`config.mk`:
```
export PLATFORM = sky130hd
export DESIGN_NAME = instr_load_encoder
export DESIGN_NICKNAME = d
export VERILOG_FILES = /design/src/rtl/instr_load_encoder.sv
export SDC_FILE = /design/constraint.sdc
export NUM_CORES = 1
export LEC_CHECK = 0
export CAP_MARGIN = 20
export CORE_UTILIZATION = 44
export CTS_BUF_LIST = sky130_fd_sc_hd__clkbuf_16
export CTS_CLUSTER_SIZE = 30
export DETAILED_ROUTE_END_ITERATION = 10
export PLACE_DENSITY = 0.89
export SYNTH_ARGS = -nofsm -noshare
export SYNTH_HDL_FRONTEND = slang
export SYNTH_SLANG_ARGS = --single-unit
```
`constraint.sdc`:
```
create_clock -name clk -period 3.5 [get_ports clk]
set_input_delay 0.7 -clock clk [delete_from_list [all_inputs] [get_ports clk]]
set_output_delay 0.7 -clock clk [all_outputs]
set_load 0.05 [all_outputs]
```
`src/rtl/instr_load_encoder.sv`:
```
// Encodes DP/LDR/STR/B descriptors into ARM words and writes them to imem from BASE_ADDR; write is registered (1 cycle).
// Never back-pressures inside LOAD; holds the core in reset until the image completes.
module instr_load_encoder #(
  parameter int ADDR_W = 32,
  parameter logic [ADDR_W-1:0] BASE_ADDR = '0,
  parameter int DEPTH = 64,
  localparam int CNT_W = $clog2(DEPTH + 1)
) (
  input  logic              clk,
  input  logic              reset_n,
  input  logic              start,
  input  logic              in_valid,
  output logic              in_ready,
  input  logic              in_last,
  input  logic [3:0]        in_cond,
  input  logic [1:0]        in_op,
  input  logic [5:0]        in_funct,
  input  logic [3:0]        in_rn,
  input  logic [3:0]        in_rd,
  input  logic [23:0]       in_imm,
  output logic              mem_we,
  output logic [ADDR_W-1:0] mem_addr,
  output logic [31:0]       mem_wdata,
  output logic              busy,
  output logic              done,
  output logic              cpu_reset_n,
  output logic              err,
  output logic [7:0]        err_count,
  output logic [CNT_W-1:0]  word_count
);

  typedef enum logic [1:0] {S_IDLE, S_LOAD, S_DONE} state_t;

  state_t      state, state_nxt;
  logic        accept, bad_dp, reject, wr, last_slot, start_load;
  logic [31:0] word;

  assign in_ready    = (state == S_LOAD);
  assign busy        = (state == S_LOAD);
  assign done        = (state == S_DONE);
  assign cpu_reset_n = done;

  assign accept     = in_valid && in_ready;
  assign start_load = start && (state != S_LOAD);
  assign last_slot  = (word_count == CNT_W'(DEPTH - 1));

  // Only ADD, SUB, AND and ORR are legal data-processing commands.
  always_comb begin
    bad_dp = 1'b1;
    case (in_funct[4:1])
      4'b0100, 4'b0010, 4'b0000, 4'b1100: bad_dp = 1'b0;
      default:                            bad_dp = 1'b1;
    endcase
  end

  assign reject = (in_op == 2'b11) || ((in_op == 2'b00) && bad_dp);
  assign wr     = accept && !reject;

  always_comb begin
    word = {in_cond, in_op, in_funct, in_rn, in_rd, in_imm[11:0]};
    if (in_op == 2'b10) begin
      word = {in_cond, 2'b10, in_funct[5:4], in_imm};
    end
  end

  always_comb begin
    state_nxt = state;
    case (state)
      S_IDLE, S_DONE: if (start) state_nxt = S_LOAD;
      S_LOAD: if (accept && (in_last || (wr && last_slot))) state_nxt = S_DONE;
      default: state_nxt = S_IDLE;
    endcase
  end

  always_ff @(posedge clk or negedge reset_n) begin
    if (!reset_n) begin
      state <= S_IDLE;
    end else begin
      state <= state_nxt;
    end
  end

  always_ff @(posedge clk or negedge reset_n) begin
    if (!reset_n) begin
      mem_we     <= 1'b0;
      mem_addr   <= '0;
      mem_wdata  <= '0;
      word_count <= '0;
      err_count  <= '0;
      err        <= 1'b0;
    end else begin
      mem_we <= wr;
      if (start_load) begin
        word_count <= '0;
        err_count  <= '0;
        err        <= 1'b0;
      end else if (wr) begin
        mem_addr   <= BASE_ADDR + (ADDR_W'(word_count) << 2);
        mem_wdata  <= word;
        word_count <= word_count + CNT_W'(1);
        // Image truncated when the last slot fills without in_last.
        if (last_slot && !in_last) err <= 1'b1;
      end else if (accept) begin
        err <= 1'b1;
        if (err_count != 8'hFF) err_count <= err_count + 8'd1;
      end
    end
  end

endmodule
```
==> impl_metrics.ini, run 1 <==
[outcome]
result_of_the_run = finished clean

[pwr]
irDropWorstVdd_uv = 730.2
switching_share_pct = 43.44
power.combinational.fraction_pct = 47.9
seq_power_share_pct = 27.0
power_density_over_the_cells_nw_per_um2 = 934.3
static-leakage-power_nw = 1.789
intPower_mw = 2.218
report.power.total_mw = 3.922
power.share.clock_pct = 25.1
power.switching_mw = 1.704

[setup_path]
critical_path_arrival_ns = 2.87
crit_path_class = in -> reg
critical_path.max_fanout = 23
worst_ep_required_time_ns = 3.70
critical_path.reg2reg.startpoint = state[1]$_DFFE_PN0P_
crit_path_start_kind = input pin
crit_start = in_funct[3]
critical_path.endpoint_type = flip-flop

[cts]
worst_skew_pair.late_latency_ns = 0.32
cts.repair_timing.setup_buffer_count = 0
holdBufCountCts = 0
cts_num_sinks = 58
cts.htree.levels = 3
clockBufferDepth = 2
cts_made_buffers = 9
ctsResizeCount = 0
path_clk_slew_ns = 0.05
ctsRootBufferMaster = sky130_fd_sc_hd__clkbuf_16
tritoncts = done

[timing]
setup_viol = 0
final_min_period_over_clock_period_pct = 76.08
tightest_slew_ns = 0.8827
timing.setup.tns_ns = 0
finalHoldViolCount = 0
grt_setup_unrepaired = no
slew_viol_final = 0
final_critical_path_time_including_i_o_delays_and_setup_ns = 2.663
clock_skew_ns = 0.005969
fmax_ghz = 0.3755
relSlewSlack_pct = 41.15

[floorplanning]
core_region_area_sq_um = 6096
die_h_um = 82.54
fp-row-count = 28
io_pins = 134
fp.dieW_um = 82.54
initial_core_utilization_pct = 46.82
dieArea_sq_um = 6812

[detailed_routing]
routedWlPerCell_um = 15.65
finalWirelength_mm = 6.917
route.detailed.drc = 0
num_vias = 2295
via_per_inst = 5.192
detail_route.iter0.violations = 94
detail-route-antenna-nets = 0
first_pass_iteration_count_of_the_detailed_router = 4

[final_layout]
nets = 413
final_layout_size_suffix_gt1_share_pct = 14.17
antenna-diode-count = 0
area.growth.synth_to_final_pct = 47.08

[yosys]
yosysTopAreaCellShare_pct = 50.85
synthesized_area_sq_um = 2854
postSynthAreaPerCell_sq_um = 11.19
netlist-cell-type-count = 40
synth-edff-count = 0
synth_flop_cell = sky130_fd_sc_hd__dfrtp_1
ys_seq_area_share_pct = 50.85
synth_top_area_cell = sky130_fd_sc_hd__dfrtp_1
synth_top_cells_by_area = sky130_fd_sc_hd__dfrtp_1, sky130_fd_sc_hd__mux2_2, sky130_fd_sc_hd__buf_4, sky130_fd_sc_hd__mux2i_1, sky130_fd_sc_hd__o21ai_0
ys_ff_latch = 58
synth-warning-count = 0
postSynth.asyncResetShare_pct = 100.0
instance_count_of_the_mapped_netlist = 255

[worst_hold_path]
timing.hold.worst.start = err$_DFFE_PN0P_
hold_path.class = reg -> reg

[global_routing]
globalRouteTotalUtil_pct = 21.64
grt_antenna_before_repair = 0
grt_max_degree = 41
grt_overflow = 0
grt_pass1_vias = 2240
grt_first_pass_wirelength_mm = 10.72

[placement]
placer_s_final_routability_congestion_estimate = 0.7420
io_buffer_count = 108
place.detailed.hpwl_mm = 4.787

[flow_run]
maxCapViolations = 0
power by group through the flow:
stage	registers (mW)	clock network, mW	logic (mW)
final	1.06	0.984	1.88
after CTS	1.06	1.00	1.89
after global placement	1.05	0	1.86
after floorplan	1.81	0	0.509
after detailed placement	1.06	0	1.88
after global routing	1.09	1.03	1.98
layout make-up:
class	instances	area, sq um
fill	462	1898
sequential	58	1451
multi-input combinational	176	1195
timing repair buffer	111	1099
clock buffer	9	225.2
clock inverter	7	108.9
tap	75	93.84
inverter	6	25.02
synthesized netlist by cell type (3+ instances only):
master	instances
sky130_fd_sc_hd__buf_4	27
sky130_fd_sc_hd__a21oi_1	9
sky130_fd_sc_hd__nand3_1	8
sky130_fd_sc_hd__clkbuf_1	7
sky130_fd_sc_hd__nor2_1	5
sky130_fd_sc_hd__o211ai_1	3
sky130_fd_sc_hd__mux2_2	26
sky130_fd_sc_hd__o21ai_0	30
sky130_fd_sc_hd__dfrtp_1	58
sky130_fd_sc_hd__nand2_1	15
sky130_fd_sc_hd__o31ai_1	5
sky130_fd_sc_hd__inv_1	5
sky130_fd_sc_hd__buf_6	3
sky130_fd_sc_hd__nand2b_1	3
sky130_fd_sc_hd__mux2i_1	18
per-stage QoR:
stage               cell area [sq um]  worst slack [ns]  hold WS [ns]  cells  util, %
finish                           4198            0.8371        0.4813    442    68.86
global route                     4198            0.7213        0.4967    442    68.86
CTS                              4198            0.8491        0.4883    442    68.86
detailed placement               3864            0.5388        0.4769    426    63.38
global placement                 3864            0.6203        0.4744    426    63.38
floorplan                        2944             1.295        0.4044    279        -
critical path: stages:
cell and delay (ns):
sky130_fd_sc_hd__clkdlybuf4s50_1 0.51, sky130_fd_sc_hd__mux2i_1 0.38, sky130_fd_sc_hd__a21o_2 0.26, sky130_fd_sc_hd__nand2_2 0.31, sky130_fd_sc_hd__inv_4 0.32, sky130_fd_sc_hd__mux2_2 0.37
layer usage:
metal / global-route usage [%] / vias up / part of all wire (%)
met4: 10.86 / 0 / 1.6
met1: 25.46 / 1093 / 39
met3: 8.462 / 11 / 11
met2: 34.38 / 114 / 48
met5: 0 / - / 0
li1: - / 1077 / -
path summary, 6_finish.rpt:
kind	to	slack (ns)	cells after the start
worst max register to register	mem_wdata[29]$_DFFE_PN0P_	1.69	4
min in group asynchronous	mem_wdata[30]$_DFFE_PN0P_	0.50	1
worst min register to register	err$_DFFE_PN0P_	0.48	2
worst min-delay path	err$_DFFE_PN0P_	0.48	2
max in group asynchronous	err_count[0]$_DFFE_PN0P_	2.21	2
worst max-delay path	mem_wdata[29]$_DFFE_PN0P_	0.84	6
flip-flops by register name, indices dropped and copies added (netlist names):
signal,cells
word_count,7
mem_wdata,32
err_count,8
mem_we,1
state,2
mem_addr,7
err,1
cell families (layout without fill, tap and decap cells):
group	after synthesis	in the layout	synth area share, %
simple gates	50	50	9.733
mux	44	44	16.57
buf+inv	45	133	10.43
fa+ha+maj	2	2	0.8767
flops	58	58	50.85
other cells	1	25	0.1314
xor+xnor	1	1	0.3069
compound gates	54	54	11.09
cells in the final DEF, fill, tap and decap left out, types with 2 or more instances in the layout:
| cell | synthesis | routed |
|---|---|---|
| sky130_fd_sc_hd__nor3_1 | 2 | 2 |
| sky130_fd_sc_hd__and4_4 | 2 | 2 |
| sky130_fd_sc_hd__bufinv_16 | 0 | 3 |
| sky130_fd_sc_hd__mux2_2 | 26 | 26 |
| sky130_fd_sc_hd__a211o_1 | 2 | 2 |
| sky130_fd_sc_hd__clkinv_2 | 0 | 3 |
| sky130_fd_sc_hd__nor3b_1 | 2 | 2 |
| sky130_fd_sc_hd__mux2i_1 | 18 | 18 |
| sky130_fd_sc_hd__nand2_1 | 15 | 15 |
| sky130_fd_sc_hd__nand2b_1 | 3 | 3 |
| sky130_fd_sc_hd__or4_1 | 2 | 2 |
| sky130_fd_sc_hd__clkdlybuf4s50_1 | 0 | 107 |
| sky130_fd_sc_hd__a21oi_1 | 9 | 9 |
| sky130_fd_sc_hd__o21ai_0 | 30 | 30 |
| sky130_fd_sc_hd__o31ai_1 | 5 | 5 |
| sky130_fd_sc_hd__dfrtp_1 | 58 | 58 |
| sky130_fd_sc_hd__nand4_1 | 2 | 2 |
| sky130_fd_sc_hd__nor2_1 | 5 | 5 |
| sky130_fd_sc_hd__conb_1 | 1 | 25 |
| sky130_fd_sc_hd__o211ai_1 | 3 | 3 |
| sky130_fd_sc_hd__ha_1 | 2 | 2 |
| sky130_fd_sc_hd__clkbuf_16 | 0 | 9 |
| sky130_fd_sc_hd__buf_4 | 27 | 3 |
| sky130_fd_sc_hd__nand3_1 | 8 | 8 |
| sky130_fd_sc_hd__inv_1 | 5 | 6 |
Power figures use the tool's default switching activity.
==> inputs of run 2 (changes only) <==
--- a/config.mk
+++ b/config.mk
@@ -6,11 +6,11 @@
 export NUM_CORES = 1
 export LEC_CHECK = 0
 export CAP_MARGIN = 20
-export CORE_UTILIZATION = 44
+export CORE_UTILIZATION = 41
 export CTS_BUF_LIST = sky130_fd_sc_hd__clkbuf_16
 export CTS_CLUSTER_SIZE = 30
 export DETAILED_ROUTE_END_ITERATION = 10
-export PLACE_DENSITY = 0.89
+export PLACE_DENSITY = 0.84
 export SYNTH_ARGS = -nofsm -noshare
 export SYNTH_HDL_FRONTEND = slang
 export SYNTH_SLANG_ARGS = --single-unit
==> constraint.sdc (replaced) <==
create_clock -name clk -period 2.6 [get_ports clk]
set_input_delay 0.52 -clock clk [delete_from_list [all_inputs] [get_ports clk]]
set_output_delay 0.52 -clock clk [all_outputs]
set_load 0.05 [all_outputs]
==> run 2 against run 1 <==
Effect of this change: sequential power grew 34%; utilization shrank 7.3 points; cell count grew 1.8%; critical path depth shrank 4; sequential share of layout area grew 0.31 points; flip-flop and latch count is the same; die area grew 7.1%; clock power grew 1%; combinational power grew 35%; total power grew 26%; non-clock buffer count grew 3.
==> impl_metrics.ini, run 2 (same netlist as run 1, synthesis figures left out) <==
[timing]
smallest_setup_slack_after_layout_ns = 0.1873
timing.setup.tns_ns = 0
slew_viol_final = 0
grt_setup_unrepaired = no
relSlewSlack_pct = 53.61
final_critical_path_time_including_i_o_delays_and_setup_ns = 2.413
clock_skew_ns = 0.004728
fmax_ghz = 0.4145
tightest_slew_ns = 0.6958
setup_viol = 0
final_min_period_over_clock_period_pct = 92.80
finalHoldViolCount = 0

[global_routing]
grt_antenna_before_repair = 0
grt_max_degree = 59
globalRouteTotalUtil_pct = 18.12
grt_pass1_vias = 2099
grt_overflow = 0
grt_first_pass_wirelength_mm = 10.21

[floorplanning]
dieArea_sq_um = 7298
die_h_um = 85.43
fp-row-count = 30
fp.dieW_um = 85.43
initial_core_utilization_pct = 42.24
io_pins = 134
core_region_area_sq_um = 6756

[pwr]
static-leakage-power_nw = 1.777
power_density_over_the_cells_nw_per_um2 = 1188
irDropWorstVdd_uv = 729.1

[cts]
ctsResizeCount = 0
cts.repair_timing.setup_buffer_count = 0
cts.htree.levels = 3
cts_made_buffers = 9
holdBufCountCts = 0
tritoncts = done
clockBufferDepth = 2
cts_num_sinks = 58
path_clk_slew_ns = 0.05
worst_skew_pair.late_latency_ns = 0.32
ctsRootBufferMaster = sky130_fd_sc_hd__clkbuf_16

[detailed_routing]
first_pass_iteration_count_of_the_detailed_router = 4
detail_route.iter0.violations = 56
via_per_inst = 5.073
detail-route-antenna-nets = 0
route.detailed.drc = 0
num_vias = 2283
routedWlPerCell_um = 14.31
finalWirelength_mm = 6.440

[setup_path]
r2r_setup_slack_ns = 0.97
crit_path_class = reg -> out
crit_path_start_kind = flip-flop
critical_path.max_fanout = 5
critical_path.endpoint_type = output pin
worst_ep_required_time_ns = 2.08
critical_path_arrival_ns = 1.89

[final_layout]
nets = 416
mostFrequentLayoutCells = sky130_fd_sc_hd__clkdlybuf4s50_1, sky130_fd_sc_hd__dfrtp_1, sky130_fd_sc_hd__o21ai_0, sky130_fd_sc_hd__mux2_2, sky130_fd_sc_hd__conb_1
largest_register_ff_count = 32
antenna-diode-count = 0
layout.cells.most_common = sky130_fd_sc_hd__clkdlybuf4s50_1
fillers = 558
largest-register = mem_wdata
area.growth.synth_to_final_pct = 45.77
final_layout_size_suffix_gt1_share_pct = 14.05
final_design_area_no_fill_sq_um = 4160
reg.largest.list = mem_wdata x32, err_count x8

[outcome]
result_of_the_run = finished clean

[placement]
place.detailed.hpwl_mm = 4.669
preCtsSetupSlack_ns = 0.1521
placer_s_final_routability_congestion_estimate = 0.8168
io_buffer_count = 108
postPlaceCellArea_sq_um = 3905

[worst_hold_path]
hold_path.class = in -> async

[flow_run]
maxCapViolations = 0
run 2: cell count changes in the layout (fill, tap and decap cells not counted):
cell                        delta
sky130_fd_sc_hd__bufinv_16     -3
sky130_fd_sc_hd__buf_4         +2
sky130_fd_sc_hd__inv_1         +2
sky130_fd_sc_hd__buf_12        +1
sky130_fd_sc_hd__clkinv_1      +1
run 2: worst paths after layout:
| check | to | startpoint | cells after the start |
|---|---|---|---|
| setup / recovery | cpu_reset_n | state[0]$_DFFE_PN0P_ | 2 |
| hold / removal | err_count[0]$_DFFE_PN0P_ | reset_n | 2 |
| setup reg to reg | err_count[4]$_DFFE_PN0P_ | state[1]$_DFFE_PN0P_ | 4 |
| hold reg to reg | err$_DFFE_PN0P_ | err$_DFFE_PN0P_ | 2 |
| max in group asynchronous | mem_addr[8]$_DFFE_PN0P_ | reset_n | 2 |
| min in group clk | err$_DFFE_PN0P_ | err$_DFFE_PN0P_ | 2 |
run 2: worst max-delay path, cell delays in order (launching register included):
cell and delay [ns]:
sky130_fd_sc_hd__dfrtp_1 0.41, sky130_fd_sc_hd__nor2b_1 0.29, sky130_fd_sc_hd__clkdlybuf4s50_1 0.87
run 2: per-layer routing:
| layer | part of all wire [%] | track usage [%] | routed length [um] |
|---|---|---|---|
| met2 | 51 | 30.40 | 3281 |
| met4 | 0.62 | 4.091 | 40 |
| met1 | 41 | 22.17 | 2635 |
| met3 | 7.5 | 6.907 | 483 |
| met5 | 0 | 0 | 0 |
run 2: metrics by stage:
| stage | std cells | utilization [%] | hold WS, ns | power, mW |
|---|---|---|---|---|
| finish | 450 | 61.57 | 0.1939 | 4.941 |
| floorplan | 279 | - | 0.2244 | 3.126 |
| global route | 450 | 61.57 | 0.2194 | 5.169 |
| detailed placement | 434 | 57.80 | 0.4717 | 3.970 |
| global placement | 434 | 57.80 | 0.4687 | 3.917 |
| CTS | 450 | 61.57 | 0.2150 | 4.988 |
run 2: power breakdown:
| group | internal, mW | switching (mW) | leakage (nW) |
|---|---|---|---|
| Clock | 0.622 | 0.372 | 0.140 |
| Combinational | 0.857 | 1.67 | 0.899 |
| Sequential | 1.21 | 0.208 | 0.738 |
| Total | 2.69 | 2.25 | 1.78 |
run 2: area by class of cell:
class	count	area, sq um	area share, %
multi-input cells	176	1195	28.72
inverters	6	25.02	0.6015
well taps	80	100.1	2.406
clock buffers	9	225.2	5.414
clock inverters	7	30.03	0.7218
flip-flops and latches	58	1451	34.89
repair buffers	114	1134	27.25
